## config.mk

```make
export PLATFORM = sky130hd
export DESIGN_NAME = tis_stack_node_flat
export DESIGN_NICKNAME = d
export VERILOG_FILES = /design/src/rtl/tis_pkg.sv /design/src/rtl/tis_stack_node_if.sv /design/src/rtl/tis_rr_arbiter.sv /design/src/rtl/tis_stack_node.sv /design/src/flat_wrapper.sv
export SDC_FILE = /design/constraint.sdc
export NUM_CORES = 1
export LEC_CHECK = 0
export CAP_MARGIN = 20
export CORE_MARGIN = 10
export CORE_UTILIZATION = 55
export DETAILED_ROUTE_END_ITERATION = 8
export GPL_ROUTABILITY_DRIVEN = 0
export MAX_ROUTING_LAYER = met4
export PLACE_DENSITY = 0.77
export SLEW_MARGIN = 20
export SYNTH_ARGS = -nofsm -noshare
export SYNTH_HDL_FRONTEND = slang
export SYNTH_SLANG_ARGS = --single-unit
```

## constraint.sdc

```tcl
create_clock -name clk -period 5.1 [get_ports clk]
set_input_delay 0.765 -clock clk [delete_from_list [all_inputs] [get_ports clk]]
set_output_delay 0.765 -clock clk [all_outputs]
set_load 0.01 [all_outputs]
```

## src/rtl/tis_pkg.sv

```systemverilog
// Shared TIS grid definitions: neighbour port indices, default word width,
// operand encodings common with the compute core, and small index helpers.
package tis_pkg;

   localparam int WIDTH_DEFAULT = 11;

   localparam int PORT_LEFT  = 0;
   localparam int PORT_RIGHT = 1;
   localparam int PORT_UP    = 2;
   localparam int PORT_DOWN  = 3;

   typedef enum logic [1:0] {
      OPD_NIL  = 2'd0,
      OPD_ACC  = 2'd1,
      OPD_ANY  = 2'd2,
      OPD_LAST = 2'd3
   } operand_e;

   // Next port index with wrap-around from n-1 back to 0.
   function automatic int wrap_inc(input int i, input int n);
      return (i + 1 >= n) ? 0 : i + 1;
   endfunction

endpackage

```

## src/rtl/tis_stack_node_if.sv

```systemverilog
// Neighbour-facing handshake bundle of the stack node: push side (rready/in_data/read)
// and pop side (write/wready/out).
interface tis_stack_node_if
   import tis_pkg::*;
#(
   parameter int WIDTH  = WIDTH_DEFAULT,
   parameter int NPORTS = 4
);
   logic [NPORTS-1:0]            rready;
   logic [NPORTS-1:0][WIDTH-1:0] in_data;
   logic [NPORTS-1:0]            read;
   logic [NPORTS-1:0]            wready;
   logic [NPORTS-1:0]            write;
   logic [WIDTH-1:0]             out;

   modport master (
      output rready, in_data, wready,
      input  read, write, out
   );

   modport slave (
      input  rready, in_data, wready,
      output read, write, out
   );
endinterface

```

## src/rtl/tis_rr_arbiter.sv

```systemverilog
// Combinational rotating-priority arbiter: the first requester at or after ptr
// (wrapping) is granted, reported one-hot and as an index.
module tis_rr_arbiter
   import tis_pkg::*;
#(
   parameter  int NPORTS = 4,
   localparam int IW     = (NPORTS > 1) ? $clog2(NPORTS) : 1
) (
   input  logic [NPORTS-1:0] req,
   input  logic [IW-1:0]     ptr,
   output logic [NPORTS-1:0] gnt,
   output logic [IW-1:0]     gnt_idx,
   output logic              gnt_valid
);

   always_comb begin
      int scan;
      gnt       = '0;
      gnt_idx   = '0;
      gnt_valid = 1'b0;
      scan      = int'(ptr);
      for (int k = 0; k < NPORTS; k++) begin
         if (!gnt_valid && req[scan]) begin
            gnt_valid = 1'b1;
            gnt[scan] = 1'b1;
            gnt_idx   = IW'(scan);
         end
         scan = wrap_inc(scan, NPORTS);
      end
   end

endmodule

```

## src/rtl/tis_stack_node.sv

```systemverilog
// LIFO storage node for the TIS grid: any neighbour may push (round-robin
// arbitrated, one per cycle) and any neighbour may pop the top word.
module tis_stack_node
   import tis_pkg::*;
#(
   parameter  int WIDTH  = WIDTH_DEFAULT,
   parameter  int DEPTH  = 15,
   parameter  int NPORTS = 4,
   localparam int CW     = $clog2(DEPTH + 1),
   localparam int IW     = (NPORTS > 1) ? $clog2(NPORTS) : 1
) (
   input  logic              clk,
   input  logic              rst,
   tis_stack_node_if.slave   bus,
   output logic [CW-1:0]     count,
   output logic              full,
   output logic              empty
);

   logic [WIDTH-1:0]  mem [DEPTH];

   logic [CW-1:0]     count_reg, count_next, count_popped;
   logic [IW-1:0]     rr_ptr_reg, rr_ptr_next;
   logic [NPORTS-1:0] read_reg, read_next;
   logic [NPORTS-1:0] write_reg, write_next;

   logic [NPORTS-1:0] elig;
   logic [NPORTS-1:0] gnt;
   logic [IW-1:0]     gnt_idx;
   logic              gnt_valid;
   logic              pop;

   assign full  = (count_reg == CW'(DEPTH));
   assign empty = (count_reg == '0);
   assign count = count_reg;

   // A port still seeing its read pulse is retiring the captured word; skip it.
   for (genvar gi = 0; gi < NPORTS; gi++) begin : g_elig
      assign elig[gi] = bus.rready[gi] && !read_reg[gi] && !full;
   end

   tis_rr_arbiter #(.NPORTS(NPORTS)) u_arb (
      .req       (elig),
      .ptr       (rr_ptr_reg),
      .gnt       (gnt),
      .gnt_idx   (gnt_idx),
      .gnt_valid (gnt_valid)
   );

   // Pop is applied before push, so a simultaneous push lands in the vacated slot.
   always_comb begin
      pop          = (write_reg != '0) && ((bus.wready & write_reg) != '0);
      count_popped = count_reg - CW'(pop);
      count_next   = count_popped + CW'(gnt_valid);
      read_next    = gnt_valid ? gnt : '0;
      write_next   = ((count_next != '0) && !pop) ? '1 : '0;
      rr_ptr_next  = gnt_valid ? IW'(wrap_inc(int'(gnt_idx), NPORTS)) : rr_ptr_reg;
   end

   always_ff @(posedge clk or posedge rst) begin
      if (rst) begin
         count_reg  <= '0;
         rr_ptr_reg <= '0;
         read_reg   <= '0;
         write_reg  <= '0;
      end else begin
         count_reg  <= count_next;
         rr_ptr_reg <= rr_ptr_next;
         read_reg   <= read_next;
         write_reg  <= write_next;
      end
   end

   // Storage has no reset: contents are meaningless once count drops.
   always_ff @(posedge clk) begin
      if (gnt_valid) begin
         mem[count_popped] <= bus.in_data[gnt_idx];
      end
   end

   assign bus.read  = read_reg;
   assign bus.write = write_reg;
   assign bus.out   = empty ? '0 : mem[count_reg - 1'b1];

endmodule

```

## src/flat_wrapper.sv

```systemverilog
// flat-port wrapper written by rule: the top's interface ports become plain ports
module tis_stack_node_flat import tis_pkg::*;
#(
   parameter  int WIDTH  = WIDTH_DEFAULT,
   parameter  int DEPTH  = 15,
   parameter  int NPORTS = 4,
   localparam int CW     = $clog2(DEPTH + 1),
   localparam int IW     = (NPORTS > 1) ? $clog2(NPORTS) : 1
)
  (clk, rst, count, full, empty, bus_rready, bus_in_data, bus_wready, bus_read, bus_write, bus_out);
  tis_stack_node_if #(.WIDTH(WIDTH), .NPORTS(NPORTS)) bus_i ();
  input  logic clk;
  input  logic rst;
  output logic [CW-1:0] count;
  output logic full;
  output logic empty;
  input wire logic [$bits(bus_i.rready)-1:0] bus_rready;
  input wire logic [$bits(bus_i.in_data)-1:0] bus_in_data;
  input wire logic [$bits(bus_i.wready)-1:0] bus_wready;
  output wire logic [$bits(bus_i.read)-1:0] bus_read;
  output wire logic [$bits(bus_i.write)-1:0] bus_write;
  output wire logic [$bits(bus_i.out)-1:0] bus_out;
  assign bus_i.rready = bus_rready;
  assign bus_i.in_data = bus_in_data;
  assign bus_i.wready = bus_wready;
  assign bus_read = bus_i.read;
  assign bus_write = bus_i.write;
  assign bus_out = bus_i.out;
  tis_stack_node #(.WIDTH(WIDTH), .DEPTH(DEPTH), .NPORTS(NPORTS)) u_core (.clk(clk), .rst(rst), .bus(bus_i), .count(count), .full(full), .empty(empty));
endmodule
```

Word-level counts from Yosys, hierarchy flattened
Memory sizes are Yosys's and may differ from the RTL's.
Index checks and enable logic that the tools add are counted.
{"block": "totals", "input_bits": 54, "reg_bits": 14, "ramBits": 165, "wordCells": 102, "output_inout_bits": 25, "n_memories": 1}
{"block": "classes", "addsub": 7, "bitwise_logic": 4, "n_eq_ne": 1, "reduce_logical": 30, "magnitude_cmp": 13, "muxes": 42}
{"memory": "u_core.mem", "words": 15, "width": 11, "read_ports": 1, "rd_clocked_by_memory_dff": 0, "wr": 1, "line_no": "tis_stack_node.sv:20", "source": "logic [WIDTH-1:0] mem [DEPTH];"}
{"op": ">= comparator 32 x 4 -> 1 bit, second input constant", "n": 3}
{"op": "2-to-1 mux 4 bit", "n": 7}
{"op": "binary-select mux 11 bit (select 2 bit)", "n": 1}
{"op": "2-to-1 mux 11 bit", "n": 2}
{"op": "logical AND 1 bit", "n": 17}
{"op": "2-to-1 mux 1 bit", "n": 17}
{"op": "bitwise OR 4 bit", "n": 3}
{"op": "nonzero test 4 bit", "n": 3}
{"op": "2-to-1 mux 2 bit", "n": 5}
{"op": "zero test 1 bit", "n": 9}
{"op": "binary-select mux 1 bit (select 2 bit)", "n": 4}
{"op": "demux 1 bit (select 2 bit)", "n": 4}
{"op": "adder 2 x 1 -> 3 bit, second input constant", "n": 2}
{"op": "< comparator 2 x 3 -> 1 bit, second input constant", "n": 2}
{"op": "adder 4 x 1 -> 5 bit, second input constant", "n": 1}
{"op": ">= comparator 5 x 1 -> 1 bit, second input constant", "n": 1}
{"op": "< comparator 5 x 3 -> 1 bit, second input constant", "n": 1}
{"op": "2-to-1 mux 5 bit", "n": 1}
{"op": "adder 3 x 1 -> 4 bit, second input constant", "n": 1}
{"op": "adder 4 x 1 -> 4 bit", "n": 1}
{"op": "AND 4 bit", "n": 1}
{"op": "== test 4 bit, second input constant", "n": 1}
{"op": ">= comparator 4 x 1 -> 1 bit, second input constant", "n": 1}
{"op": "zero test 4 bit", "n": 1}
{"op": "8 further kinds", "n": 8}

Depth between registers and ports, before layout
{"block": "depth", "word_depth": 19, "mapped_depth": 16, "depth_no_buf": 15}

Hierarchy
From an unflattened synthesis, not the netlist that was laid out.
{"block": "hier_totals", "cells_unflattened": 427, "hier_area_um2": 7938.9}
{"module": "tis_stack_node", "n_inst": 1, "seq_area_each_um2": 5230.0, "area_each_um2": 7424.6, "cells_per_inst": 373}
{"module": "tis_rr_arbiter", "n_inst": 1, "seq_area_each_um2": 0.0, "area_each_um2": 514.2, "cells_per_inst": 54}

Worst setup path after synthesis
No wires, ideal clock.
{"block": "synth_timing", "kind": "register to output", "from": "register u_core.count_reg[0] (netlist: u_core.count[0])", "to": "output bus_out[0]", "required_time_ps": 4335, "n_path_buf": 5, "stages_incl_launch_ff": 12, "setup_slack_ps": 1125, "arrival_ps": 3210, "path_cell_list": "dfrtp_1 -> clkbuf_1 -> buf_2 -> buf_2 -> inv_1 -> ha_1 -> clkbuf_1 -> clkbuf_1 -> nor2_1 -> a211oi_1 -> a211oi_1 -> a211oi_1"}
{"block": "synth_via", "elab_chain_cells": 3, "word_cells_on_any_way": 4, "cone_classes": "1 x add/sub; 1 x mux; 1 x reduce/logical; 1 x memory"}
{"item": "start, declared", "line_no": "tis_stack_node.sv:22", "source": "logic [CW-1:0] count_reg, count_next, count_popped;"}
{"item": "start signal, assigned", "line_no": "tis_stack_node.sv:67", "source": "count_reg <= count_next;"}
{"item": "subtractor 4 x 1 -> 4 bit", "line_no": "tis_stack_node.sv:83", "source": "assign bus.out = empty ? '0 : mem[count_reg - 1'b1];"}
{"item": "memory read (15 x 11 bit)"}
{"item": "2-to-1 mux 11 bit (*)", "line_no": "tis_stack_node.sv:83"}
{"item": "end, declared", "line_no": "flat_wrapper.sv:22", "source": "output wire logic [$bits(bus_i.out)-1:0] bus_out;"}
Mark *: on every way between the ends. The rest lies on a longest branch, timed or not.

Worst setup path after layout
{"block": "layout_timing", "from": "register u_core.count_reg[1] (netlist: u_core.count[1])", "to": "output bus_out[4]"}
The elaborated chain is that of the path after synthesis.

==> results.toml <==
[run_status]
status = "finished, final reports clean"

[drt]
remaining_drc_errors = 0
wl_per_cell_um = 24.67
ant_nets = 0
wl_mm = 20.01
routed_via_density = 6.612
vias = 5362
firstDrtPassIters = 5
drtIter0Drc = 650

[finish]
largest_register_ffs = 165
stdcell_area_um2 = 9841
diodes = 0
layout-drive-gt1-share_pct = 17.70
finalNetCount = 683
area_delta_synth_final_pct = 19.58

[yosys]
synth-seq-area-share_pct = 63.55
syn_nets = 598
syn-cell-area_um2 = 8229
synth_edf_count = 165
ys_types = 59
ys_ff_latch = 176
synth.avg_cell_area_um2 = 15.56
postSynthCellCount = 529
synth_ff_type = "edfxtp_1"
synthArstFlopShare_pct = 6.250
ys_warn_count = 0

[run]
cap_violations = 0

[die]
floorplan.initialDensity_pct = 56.41
io_pins = 79
die_h_um = 142.3
fp.dieW_um = 142.3
num_rows = 44
dieArea_um2 = 20260
coreArea_um2 = 14590

[clock_network]
htree_num_levels = 4
cts.sinks = 176
clkLatencyLatePin_ps = 430
clk_path_buf_depth = 2
post_cts_buffers = 0
path_clk_slew_ps = 70
cts_root_buffer = "clkbuf_16"
cts_hold_buf = 0
cts_tree = "yes"
cts_buffers = 17
ctsResizeCount = 0

[critical_path]
startpoint_type = "register"
crit_arrival_ps = 3800
worstSetupPathDepth = 8
criticalPathCategory = "reg2out"
path_buf_inv = 3
worst_setup_path_end_kind = "output pin"
path_common_cell = "a211oi_1"
r2r-start = "u_core.rr_ptr_reg[0]"
startpoint = "u_core.count[1]"
slowest_delay_ps = 800
cp_cell_sequence = "inv_1 > ha_2 > buf_4 > nor2_1 > a211oi_1 > a211oi_1 > a211oi_1 > clkdlybuf4s50_1"
crit_slowest_cell = "ha_2"
r2r_cells = 9
cp_top_family = "buffers and inverters"
critical_path_required_ps = 4340
critPathMaxFanout = 29

[global_route]
grt_max_degree = 47
grt_overflow_total = 0
gr-usage-all-layers_pct = 20.74
antenna_found_initial = 0
grt_pass1_vias = 5409
grt_pass1_wl_mm = 31.22

[placement]
dp_hpwl_mm = 13.16
placed_cell_area_um2 = 9281
numPortBuffers = 78

[timing]
final.setup.tns_ps = 0
grt_setup_unrepaired = "no"
max-slew-margin-rel_pct = 30.32
finalHoldViolations = 0
finalMaxSlewViolations = 0
min_period_ps = 4564
fin_hold_ws_ps = 632.9
worst_pin_slew_ps = 1045
setup_viol = 0
clock.fmax_ghz = 0.2191
fin_skew_ps = 10.19
min_period_over_period_pct = 89.49

[min_path]
hold_class = "in2async"
placed cells by master (no fill, tap or decap), drive strengths merged, types with 2 or more instances in the layout:
cell type and count:
clkinvlp 3, or4b 2, a41oi 2, a21oi 6
buf 28, ha 15, and3 3, nor2b 7
nand2 6, o31ai 11, nor3 8, clkbuf 17
o22ai 2, xnor2 7, dfrtp 11, nand4 34
edfxtp 165, mux4 36, or3 6, nand2b 4
clkinv 6, nand3 14, a31oi 2, a221o 2
o21ai 2, nor4b 2, nor2 35, inv 16
nor3b 2, clkdlybuf4s50 78, mux2i 26, a211oi 34
a22o 14
logic make-up after synthesis:
group | synth area share, %
adders and majority gates | 2.281
AOI/OAI and AO/OA | 8.408
and+or+nand+nor | 8.986
DFF | 63.55
xor gates and xnor gates | 0.8515
buffers and inverters | 2.904
muxes | 13.02
per-layer routing:
metal | global-route usage, % | wire, µm | vias to the layer above
met4 | 6.496 | 331 | 0
met3 | 3.805 | 1490 | 29
met2 | 32.74 | 10060 | 298
met1 | 26.85 | 8126 | 2696
met5 | - | 0 | -
li1 | - | - | 2339
per-stage QoR:
stage	setup slack, ps	util [%]	std cells
final	535.9	67.45	811
after global routing	329.3	67.45	811
after CTS	578.6	67.45	811
after detailed placement	819.2	63.62	779
after global placement	926.8	63.62	779
after floorplan	1125	-	529
cell type report:
cell class / count / area (µm²)
clock buffers: 17 / 425.4
clock inverters: 15 / 133.9
fillers: 950 / 4748
inverters: 11 / 41.29
multi-input cells: 302 / 2788
flip-flops and latches: 176 / 5231
well taps: 184 / 230.2
repair buffers: 106 / 991.0
synthesized netlist by cell type (all sizes together), types with 8 or more instances:
cell    count  area [µm²]
inv        11       41.29
nand3      14       70.07
nor2       35       133.9
mux4       36       810.8
o31ai      11       82.58
a211oi     34       255.2
clkbuf     18       67.56
mux2i      26       260.3
buf        22       130.1
nor3        8       45.04
edfxtp    165        4955
a22o       14       122.6
ha         15       187.7
dfrtp      11       275.3
nand4      34       212.7
worst paths after layout:
check                                 endpoint  slack [ps]
max                                 bus_out[4]         540
max in group asynchronous      u_core.count[0]        4140
min in group clk           u_core.bus.write[2]         710
min                         u_core.bus.read[3]         630
min reg2reg                u_core.bus.write[2]         710
max reg2reg                  u_core.mem[12][7]         730
Power is left out: the tool's default activity adds up to more than one toggle a clock period on the data nets, which glitch-free logic cannot reach.
